==> config.mk <==
export PLATFORM = sky130hd
export DESIGN_NAME = shift_sequencer_flat
export DESIGN_NICKNAME = d
export VERILOG_FILES = /design/src/rtl/shift_sequencer_if.sv /design/src/rtl/shift_sequencer.sv /design/src/flat_wrapper.sv
export SDC_FILE = /design/constraint.sdc
export NUM_CORES = 1
export LEC_CHECK = 0
export ABC_CLOCK_PERIOD_IN_PS = 2950
export CELL_PAD_IN_SITES_DETAIL_PLACEMENT = 0
export CELL_PAD_IN_SITES_GLOBAL_PLACEMENT = 1
export CORE_MARGIN = 2
export CORE_UTILIZATION = 30
export CTS_BUF_LIST = sky130_fd_sc_hd__clkbuf_2
export DETAILED_ROUTE_END_ITERATION = 10
export HOLD_SLACK_MARGIN = 0.03
export PLACE_DENSITY = 0.68
export SYNTH_ARGS = -nofsm -noshare
export SYNTH_HDL_FRONTEND = slang
export SYNTH_SLANG_ARGS = --single-unit
==> constraint.sdc <==
create_clock -name clk -period 2.95 [get_ports clk]
set_input_delay 0.295 -clock clk [delete_from_list [all_inputs] [get_ports clk]]
set_output_delay 0.295 -clock clk [all_outputs]
set_load 0.01 [all_outputs]
==> src/rtl/shift_sequencer_if.sv <==
// Command/status bundle between the two requesters and shift_sequencer.
// master = requester side (tb/control logic), slave = the sequencer.
interface shift_sequencer_if #(
    parameter int unsigned WIDTH = 4,
    parameter int unsigned CNT_W = 3
);
    logic             req0;
    logic             req1;
    logic             dir0;
    logic             dir1;
    logic [CNT_W-1:0] cnt0;
    logic [CNT_W-1:0] cnt1;
    logic             fill0;
    logic             fill1;
    logic [1:0]       gnt;
    logic             owner;
    logic             busy;
    logic             done;
    logic [WIDTH-1:0] Y;

    modport master (
        output req0, req1, dir0, dir1, cnt0, cnt1, fill0, fill1,
        input  gnt, owner, busy, done, Y
    );

    modport slave (
        input  req0, req1, dir0, dir1, cnt0, cnt1, fill0, fill1,
        output gnt, owner, busy, done, Y
    );
endinterface

==> src/rtl/shift_sequencer.sv <==
// Round-robin two-source controller stepping a WIDTH-bit left/right shift register.
// Define SEQ_CLEAR_EN to clear Y on every grant; otherwise commands compose.
module shift_sequencer #(
    parameter int unsigned WIDTH = 4,
    parameter int unsigned CNT_W = 3
) (
    input  logic               clk,
    input  logic               R,
    shift_sequencer_if.slave   bus
);
    typedef enum logic [1:0] {IDLE, SHIFT, DONE} state_e;

    state_e           state_q, state_d;
    logic [WIDTH-1:0] y_q, y_d;
    logic [CNT_W-1:0] rem_q, rem_d;
    logic             dir_q, dir_d;
    logic             fill_q, fill_d;
    logic             owner_q, owner_d;
    logic [1:0]       gnt_q, gnt_d;
    logic             grant0, grant1;

    // On a tie the source that is not the last owner wins.
    always_comb begin
        grant0 = 1'b0;
        grant1 = 1'b0;
        if (state_q == IDLE) begin
            grant0 = bus.req0 && (!bus.req1 || owner_q);
            grant1 = bus.req1 && (!bus.req0 || !owner_q);
        end
    end

    always_ff @(posedge clk or negedge R) begin
        if (!R) state_q <= IDLE;
        else    state_q <= state_d;
    end

    // A zero count still spends one cycle in SHIFT (no shift), so done
    // lands one edge after the grant, like a single-shift command.
    always_comb begin
        state_d = state_q;
        case (state_q)
            IDLE:    if (grant0 || grant1) state_d = SHIFT;
            SHIFT:   if (rem_q <= CNT_W'(1)) state_d = DONE;
            DONE:    state_d = IDLE;
            default: state_d = IDLE;
        endcase
    end

    always_comb begin
        bus.busy  = (state_q != IDLE);
        bus.done  = (state_q == DONE);
        bus.gnt   = gnt_q;
        bus.owner = owner_q;
        bus.Y     = y_q;
    end

    always_comb begin
        y_d     = y_q;
        rem_d   = rem_q;
        dir_d   = dir_q;
        fill_d  = fill_q;
        owner_d = owner_q;
        gnt_d   = '0;
        if (grant0) begin
            gnt_d   = 2'b01;
            owner_d = 1'b0;
            dir_d   = bus.dir0;
            rem_d   = bus.cnt0;
            fill_d  = bus.fill0;
        end else if (grant1) begin
            gnt_d   = 2'b10;
            owner_d = 1'b1;
            dir_d   = bus.dir1;
            rem_d   = bus.cnt1;
            fill_d  = bus.fill1;
        end
`ifdef SEQ_CLEAR_EN
        if (grant0 || grant1) y_d = '0;
`else
`endif
        if (state_q == SHIFT && rem_q != '0) begin
            if (dir_q) y_d = {fill_q, y_q[WIDTH-1:1]};
            else       y_d = {y_q[WIDTH-2:0], fill_q};
            rem_d = rem_q - CNT_W'(1);
        end
    end

    always_ff @(posedge clk or negedge R) begin
        if (!R) begin
            y_q     <= '0;
            rem_q   <= '0;
            dir_q   <= 1'b0;
            fill_q  <= 1'b0;
            owner_q <= 1'b1;
            gnt_q   <= '0;
        end else begin
            y_q     <= y_d;
            rem_q   <= rem_d;
            dir_q   <= dir_d;
            fill_q  <= fill_d;
            owner_q <= owner_d;
            gnt_q   <= gnt_d;
        end
    end
endmodule

==> src/flat_wrapper.sv <==
// flat-port wrapper written by rule: the top's interface ports become plain ports
module shift_sequencer_flat 
#(
    parameter int unsigned WIDTH = 4,
    parameter int unsigned CNT_W = 3
)
  (clk, R, bus_req0, bus_req1, bus_dir0, bus_dir1, bus_cnt0, bus_cnt1, bus_fill0, bus_fill1, bus_gnt, bus_owner, bus_busy, bus_done, bus_Y);
  shift_sequencer_if #(.WIDTH(WIDTH), .CNT_W(CNT_W)) bus_i ();
  input  logic clk;
  input  logic R;
  input wire logic [$bits(bus_i.req0)-1:0] bus_req0;
  input wire logic [$bits(bus_i.req1)-1:0] bus_req1;
  input wire logic [$bits(bus_i.dir0)-1:0] bus_dir0;
  input wire logic [$bits(bus_i.dir1)-1:0] bus_dir1;
  input wire logic [$bits(bus_i.cnt0)-1:0] bus_cnt0;
  input wire logic [$bits(bus_i.cnt1)-1:0] bus_cnt1;
  input wire logic [$bits(bus_i.fill0)-1:0] bus_fill0;
  input wire logic [$bits(bus_i.fill1)-1:0] bus_fill1;
  output wire logic [$bits(bus_i.gnt)-1:0] bus_gnt;
  output wire logic [$bits(bus_i.owner)-1:0] bus_owner;
  output wire logic [$bits(bus_i.busy)-1:0] bus_busy;
  output wire logic [$bits(bus_i.done)-1:0] bus_done;
  output wire logic [$bits(bus_i.Y)-1:0] bus_Y;
  assign bus_i.req0 = bus_req0;
  assign bus_i.req1 = bus_req1;
  assign bus_i.dir0 = bus_dir0;
  assign bus_i.dir1 = bus_dir1;
  assign bus_i.cnt0 = bus_cnt0;
  assign bus_i.cnt1 = bus_cnt1;
  assign bus_i.fill0 = bus_fill0;
  assign bus_i.fill1 = bus_fill1;
  assign bus_gnt = bus_i.gnt;
  assign bus_owner = bus_i.owner;
  assign bus_busy = bus_i.busy;
  assign bus_done = bus_i.done;
  assign bus_Y = bus_i.Y;
  shift_sequencer #(.WIDTH(WIDTH), .CNT_W(CNT_W)) u_core (.clk(clk), .R(R), .bus(bus_i));
endmodule
After elaboration in Yosys (flattened, before gate mapping)
Cells that the tools add are included.

word-level totals
  register bits after elaboration = 14
  latch bits = 0
  memory bits (writable) = 0
  bits in read-only memories = 0
  bits of input ports = 14
  output and inout port bits = 9
  logic and storage cells = 45
  memories = 0

operators by class
  $add $sub $neg = 1
  $mul = 0
  div/mod/pow operators = 0
  $lt $le $gt $ge = 1
  equality and inequality tests = 4
  shifts and indexed selects = 0
  mux-type cells = 17
  bitwise operators = 0
  reductions and logical operators = 15

operators with widths
  operator                                                                          number
  3-bit two-way mux                                                                 3
  1-bit two-way mux                                                                 8
  2-bit two-way mux                                                                 4
  3-bit nonzero test                                                                2
  4-bit two-way mux                                                                 1
  2-bit one-hot mux with 2 select lines                                             1
  2-bit nonzero test                                                                2
  3-bit by 1-bit less-or-equal comparator with 1-bit output, second input constant  1
  1-bit logical AND                                                                 3
  1-bit logical NOT                                                                 3
  1-bit logical OR                                                                  3
  3-bit by 1-bit subtractor with 3-bit output, second input constant                1
  2-bit by 1-bit == test with 1-bit output, second input constant                   1
  2-bit == test, second input constant                                              1
  2-bit logical NOT                                                                 1
  2-bit by 1-bit inequality test with 1-bit output, second input constant           1
  2-bit inequality test, second input constant                                      1
  2-bit AND reduction                                                               1

Depth between registers and ports, before layout
Gate-level depths: netlist of run 1.

  word-level depth = 7
  depth in mapped cells = 7
  depth with buffers taken out = 6

Least setup slack after synthesis of run 1
OpenSTA, ideal clock, no wires.

  kind = reg-to-reg
  start = reg u_core.owner_q, in the netlist u_core.bus.owner
  end = reg u_core.rem_q[1]
  setup time = 0.132 ns
  arrival time = 1.081 ns
  data required time = 2.818 ns
  slack = 1.737 ns
  cell stages (with the launch flop) = 5
  path buffers = 0
  period minus slack after synthesis = 1.213 ns
  cells stage by stage = dfstp_2 nand2b_1 nand3_2 a31oi_1 o211ai_1

between the ends
  word-level cells in the longest chain between the ends = 5
  elaborated cells between the ends (all ways) = 10
  classes of those cells = mux: 4; reduce/logical: 6

RTL lines
  what                                                     line                                          RTL
  from (decl)                                              shift_sequencer.sv:18                         logic owner_q, owner_d;
  from (signal assigned)                                   shift_sequencer.sv:101                        owner_q <= owner_d;
  1-bit logical OR or 1-bit logical NOT (tied branches)    shift_sequencer.sv:27, shift_sequencer.sv:28
  1-bit logical AND or 1-bit logical OR (tied branches)    shift_sequencer.sv:27, shift_sequencer.sv:28
  1-bit two-way mux or 1-bit logical AND (tied branches)   shift_sequencer.sv:26, shift_sequencer.sv:28
  3-bit two-way mux or 1-bit two-way mux (tied branches)   shift_sequencer.sv:64, shift_sequencer.sv:26
  3-bit two-way mux or 3-bit nonzero test (tied branches)  n/a
  to (signal assigned)                                     shift_sequencer.sv:98                         rem_q <= rem_d;
  to (decl)                                                shift_sequencer.sv:15                         logic [CNT_W-1:0] rem_q, rem_d;

Parallel ways exist; a longest one is shown, timed or not.
A chain may end at the register's enable or synchronous reset.

Final worst setup path of run 1
  start = reg u_core.state_q[0]
  end = out bus_busy

between the ends
  word-level cells in the longest chain between the ends = 1

RTL lines
  what                    line                   RTL
  from (decl)             shift_sequencer.sv:13  state_e state_q, state_d;
  from (signal assigned)  shift_sequencer.sv:34  else state_q <= state_d;
  2-bit nonzero test      shift_sequencer.sv:50  bus.busy = (state_q != IDLE);
  to (decl)               flat_wrapper.sv:21     output wire logic [$bits(bus_i.busy)-1:0] bus_busy;

Every way passes these cells.

==> results of run 1 <==
-- sequential cells by signal (all words and copies together), names as in the netlist --
signal            flops
u_core.bus.Y          4
u_core.bus.gnt        2
u_core.bus.owner      1
u_core.dir_q          1
u_core.fill_q         1
u_core.rem_q          3
u_core.state_q        2
-- cells in the mapped netlist --
master     count  share of area
nor2b_1        1         0.0084
or2b_1         1          0.010
o21ai_0        7          0.047
nand3_2        2          0.027
nand3_1        7          0.047
nand2_1       13          0.065
dfrtp_1       13           0.44
inv_1          5          0.025
a31oi_1        1         0.0084
buf_6          1          0.015
nand2_4        1          0.015
nor2_4         1          0.015
nand2b_2       1          0.012
o211ai_1       1          0.010
xnor2_1        1          0.012
and4_1         1          0.012
and2b_4        1          0.013
mux2i_1        6          0.081
o21a_1         1          0.010
a21oi_1        2          0.013
dfstp_2        1          0.035
nand2b_1       1         0.0084
ha_1           3          0.050
nor3_1         1         0.0067
buf_1          1         0.0050
o2111ai_1      1          0.012
-- worst max path at each step --
stage / from / endpoint / depth (start not counted)
4_1_cts: u_core.state_q[0] / bus_busy / 3
3_5_place_dp: bus_req0 / u_core.rem_q[0] / 4
5_1_grt: u_core.state_q[0] / bus_busy / 3
2_1_floorplan: u_core.bus.owner / u_core.rem_q[1] / 4
3_3_place_gp: bus_req0 / u_core.rem_q[1] / 4
6_report: u_core.state_q[0] / bus_busy / 3
-- layout by cell type, fill, tap and decap left out --
| master | n |
|---|---|
| nand2b_1 | 1 |
| o211ai_1 | 1 |
| mux2i_1 | 6 |
| clkinv_1 | 1 |
| nand3_2 | 2 |
| nand2_1 | 13 |
| clkbuf_2 | 3 |
| o2111ai_1 | 1 |
| o21ai_0 | 7 |
| a31oi_1 | 1 |
| nand3_1 | 7 |
| inv_1 | 5 |
| nor2b_1 | 1 |
| ha_1 | 3 |
| or2b_1 | 1 |
| dfrtp_1 | 13 |
| nor2_4 | 1 |
| and4_1 | 1 |
| and2b_4 | 1 |
| nand2b_2 | 1 |
| nand2_4 | 1 |
| clkdlybuf4s50_1 | 22 |
| dfstp_2 | 1 |
| xnor2_1 | 1 |
| a21oi_1 | 2 |
| nor3_1 | 1 |
| o21a_1 | 1 |
-- layer usage --
metal / GRT usage / vias to the layer above / routed length, um
met5: 0 / - / 0
met4: 0.07692 / 0 / 36
met3: 0.03056 / 4 / 89
met2: 0.2195 / 19 / 689
met1: 0.1386 / 279 / 677
li1: - / 304 / -
-- power breakdown --
group | leakage, nW | internal [mW] | switching (mW)
clock network | 0.0140 | 0.0294 | 0.0631
registers | 0.173 | 0.286 | 0.0856
logic | 0.262 | 0.267 | 0.261
-- per-stage QoR --
stage,power [mW],setup slack [ns],cells,hold WS [ns],util
final,0.9927,1.186,129,0.3921,0.4180
after global routing,1.091,1.099,129,0.4381,0.4180
after CTS,1.012,1.164,129,0.4120,0.4180
after detailed placement,0.9168,1.342,125,0.4733,0.4102
after global placement,0.9070,1.371,125,0.4734,0.4102
after floorplan,0.7445,1.737,75,-0.0005911,-
-- kinds of logic (layout without fill, tap and decap cells) --
family                     count (synthesis)  count (layout)  share of synthesized area
AOI/OAI and AO/OA                         13              13                     0.1007
xor gates and xnor gates                   1               1                    0.01175
adders and majority gates                  3               3                    0.05034
buffers and inverters                      7              31                    0.04530
DFF                                       14              14                     0.4715
muxes                                      6               6                    0.08054
and+or+nand+nor                           31              31                     0.2399
-- final cells by class --
class                      count  area (um^2)  share of cell area
timing repair buffer          22        220.2              0.2186
tap                           30        37.54             0.03727
sequential                    14        351.6              0.3491
multi-input combinational     54        360.3              0.3578
clock buffer                   3        15.01             0.01491
clock inverter                 1        3.754            0.003727
inverter                       5        18.77             0.01863
==> qor.txt, run 1 <==
Outcome = finished, final reports clean
Source of the worst register-to-register timing path = u_core.bus.owner
Clk root buf = clkbuf_2
Final Critical Period = 1.764 ns
Syn Inst Count = 75
Synth-to-layout area growth = 35.07%
Antenna diode count = 0
Worst-path maximum fanout = 7
Floorplan Core Area = 2410 um^2
Detailed-router iteration count before antenna repair = 3
Longest Clk Path Bufs = 2
Post-route design area = 1007 um^2
IR drop worst, VDD = 0.0004997 V
Final cycle utilization of the critical path = 0.5978
Initial drt markers = 1
Min-delay worst type = input port to asynchronous set/reset pin
Power per Cell Area = 985.6 nW/um^2
Final WL = 1.491 mm
Average wire length per cell after detail routing = 11.56 um
Horizontal extent of the die = 53.86 um
Buffers and inverters on the worst path = 2
Ys Warns = 0
Cells traversed along the worst timing path = nor2_4 > inv_1 > clkdlybuf4s50_1
Internal reg-to-reg setup slack = 1.66 ns
TritonCTS clock tree = yes
Die span in y = 53.86 um
Placed Area = 988.4 um^2
Final setup violation count = 0
Global route total overflow = 0
Max-Cap Viols = 0
Number of max-slew violations in the final report = 0
Placer's final routability congestion estimate = 0.7204
Upper clock frequency limit = 0.5670 GHz
Crit path max-delay cell type = clkdlybuf4s50_1
Resize count post-CTS = 0
Area of the die = 2900 um^2
Kind of capture point of the worst setup path = primary output
Required time at the endpoint of the critical path = 2.65 ns
Pin count of the biggest net entering global routing = 15
Number of global-route vias before repair = 629
Setup fix buffers added after clock tree synthesis = 0
Filler instances = 255
Initial antenna violation count = 0
DR DRC count = 0
Via count of the routed design = 606
Overall Global Routing Usage = 0.1268
Worst r2r dst = u_core.rem_q[1]
Initial core utilization = 0.3094
Worst Path Arrival = 1.47 ns
Reg2reg path depth = 4
Worst Max-Slew Pin Slew = 0.6416 ns
RSZ-0062 raised after global routing = false
Worst slew margin relative to its limit = 0.5709
Count of hold buffers inserted by post-cts repair = 0
Count of final hold-check violations = 0
Clock latency on the worst-skew pair = 0.28 ns
Category of cells accounting for the largest share of critical-path delay = buffers and inverters
Post-DRT Antenna Nets = 0
Layout net count = 117
Count of buffers inserted at the top-level ports = 22
Leakage power summed over all cells = 0.4491 nW
H-tree lvl count = 1
DR vias/cell = 4.698
Netlist Area Pre-Place = 745.7 um^2
Worst-path clk slew = 0.14 ns
Clk_skew = 0.007037 ns
Number of distinct library cells after synthesis = 26
Post-Synthesis Net Count = 92
Sort of element at the start of the critical path = flip-flop
Part of the Yosys area used for sequential elements = 0.4715
Floorplan row count = 18
Share of cells above drive strength 1 = 0.1010
Num Clock Sinks = 14
Count of state elements after synthesis = 14
Mean Syn Cell Area = 9.943 um^2
Setup TNS = 0 ns
Global-route wire length before repair = 2.553 mm
Number of I/O pins = 23
HPWL after detailed placement = 1.195 mm
Stage delay of the slowest cell on the critical path = 0.48 ns
Number of clock buffers inserted by TritonCTS = 3
Critical path type = flip-flop to primary output
(Power assumes the default switching activity.)
==> run 2, diff against run 1 <==
ABC_CLOCK_PERIOD_IN_PS = 1770   (was 2950)
clock period = 1.77 ns   (was 2.95 ns; I/O delays follow)
==> run 2 against run 1 <==
Net effect:
- power increased by 67%
- sequential power increased by 67%
- combinational power rose by 69%
- non-clock buffer count did not move
- die area did not move
- design area stayed put
- flip-flop and latch count stayed put
- clock skew shrank 0.0052 ns
==> qor.txt, run 2 (synthesized netlist as in run 1, its figures left out) <==
Area occupied by multi-input gates = 360.3 um^2 (unchanged)
Kind of capture point of the worst setup path = primary output
Final WL = 1.535 mm (+3.0%)
Initial core utilization = 0.3094 (unchanged)
Max FFs per register = 4 (unchanged)
Reg2reg path depth = 4 (unchanged)
Setup fix buffers added after clock tree synthesis = 0 (unchanged)
Die span in y = 53.86 um (unchanged)
Critical path type = flip-flop to primary output
Placer's final routability congestion estimate = 0.7209 (about the same)
Layout net count = 117 (unchanged)
Floorplan Core Area = 2410 um^2 (unchanged)
Count of buffers inserted at the top-level ports = 22 (unchanged)
Max-Cap Viols = 0 (unchanged)
Global-route wire length before repair = 2.553 mm (unchanged)
Pin count of the biggest net entering global routing = 15 (unchanged)
Share of cells above drive strength 1 = 0.1010 (unchanged)
Synth-to-layout area growth = 35.07% (unchanged)
H-tree lvl count = 1 (unchanged)
HPWL after detailed placement = 1.233 mm (+3.1%)
Outcome = finished, final reports clean
Resize count post-CTS = 0 (unchanged)
Post-route design area = 1007 um^2 (unchanged)
Clk root buf = clkbuf_2
Initial drt markers = 3 (+2)
Num Clock Sinks = 14 (unchanged)
Floorplan row count = 18 (unchanged)
Count of hold buffers inserted by post-cts repair = 0 (unchanged)
Area occupied by registers = 351.6 um^2 (unchanged)
Leakage power summed over all cells = 0.4491 nW (unchanged)
Clock latency on the worst-skew pair = 0.27 ns (about the same)
Upper clock frequency limit = 0.6041 GHz
Placed Area = 988.4 um^2 (unchanged)
Post-DRT Antenna Nets = 0 (unchanged)
IR drop worst, VDD = 0.0007662 V (+53%)
Min-delay worst type = input port to asynchronous set/reset pin
Count of final hold-check violations = 0 (unchanged)
Horizontal extent of the die = 53.86 um (unchanged)
Worst-path maximum fanout = 7 (unchanged)
Power per Cell Area = 1650 nW/um^2 (+67%)
DR vias/cell = 4.721 (+0.50%)
Internal reg-to-reg setup slack = 0.48 ns (-1.18 ns)
Worst-path clk slew = 0.13 ns (about the same)
Antenna diode count = 0 (unchanged)
Utilization after layout = 0.4180 (unchanged)
Overall Global Routing Usage = 0.1244 (-0.002411)
RSZ-0062 raised after global routing = false
Initial antenna violation count = 0 (unchanged)
Worst slew margin relative to its limit = 0.5708 (about the same)
Required time at the endpoint of the critical path = 1.59 ns (-1.06 ns)
Final setup violation count = 0 (unchanged)
Leading cell types in the layout, fill and taps excluded = 22 x clkdlybuf4s50_1, 13 x nand2_1, 13 x dfrtp_1
Area of the die = 2900 um^2 (unchanged)
Number of I/O pins = 23 (unchanged)
DR DRC count = 0 (unchanged)
Final total power = 1.662 mW (+67%)
Average wire length per cell after detail routing = 11.90 um (+3.0%)
Longest Clk Path Bufs = 2 (unchanged)
TritonCTS clock tree = yes
Final Critical Period = 1.655 ns
Most common library cell in the layout ignoring fill and taps = clkdlybuf4s50_1
Filler instances = 248 (-2.7%)
Worst Max-Slew Pin Slew = 0.6418 ns (+0.0002125 ns)
Number of clock buffers inserted by TritonCTS = 3 (unchanged)
Number of global-route vias before repair = 597 (-5.1%)
Clk_skew = 0.001834 ns (-0.005202 ns)
Worst Hold Margin = 0.2816 ns (-0.1106 ns)
Detailed-router iteration count before antenna repair = 4 (+1)
Setup TNS = 0 ns (unchanged)
Via count of the routed design = 609 (+0.50%)
Sort of element at the start of the critical path = flip-flop
Number of max-slew violations in the final report = 0 (unchanged)
Final cycle utilization of the critical path = 0.9352
Worst Path Arrival = 1.48 ns (about the same)
Global route total overflow = 0 (unchanged)
run 2: metal layers:
metal	up-vias	GRT usage	wire length [um]
li1	304	-	-
met1	282	0.1505	695
met2	20	0.2093	727
met3	3	0.03056	92
met4	0	0.05128	19
met5	-	0	0
run 2: final cells by class:
class	count	area share
clock buffers	3	0.01491
well taps	30	0.03727
multi-input cells	54	0.3578
flip-flops and latches	14	0.3491
inverters	5	0.01863
clock inverters	1	0.003727
repair buffers	22	0.2186
run 2: where the power goes:
group | internal, mW | leakage, nW | switching, mW
clock network | 0.0491 | 0.0140 | 0.103
logic | 0.446 | 0.262 | 0.444
registers | 0.477 | 0.173 | 0.143
total | 0.972 | 0.449 | 0.691
run 2: metrics by stage:
step / worst slack, ns / std cells
6_report: 0.1146 / 129
3_5_place_dp: 0.2615 / 125
4_1_cts: 0.08823 / 129
2_1_floorplan: 0.5571 / 75
3_3_place_gp: 0.3096 / 125
5_1_grt: 0.02714 / 129
run 2: path summary, 6_finish.rpt:
path / from / to
worst max-delay path: u_core.state_q[0] / bus_busy
worst min-delay path: R / u_core.bus.Y[3]
worst max register to register: u_core.bus.owner / u_core.rem_q[1]
worst min register to register: u_core.rem_q[2] / u_core.state_q[1]
max in group asynchronous: R / u_core.dir_q
min in group clk: bus_dir0 / u_core.dir_q
run 2: critical path, cell delays in order (launching register included):
cell and delay [ns]:
dfrtp_1 0.46, nor2_4 0.21, inv_1 0.06, clkdlybuf4s50_1 0.48
==> run 3, diff against run 2 <==
CTS_CLUSTER_DIAMETER = 100   (was unset)
==> results of run 3 <==
No change in the layout: final DEF, timing and power equal those of run 2.
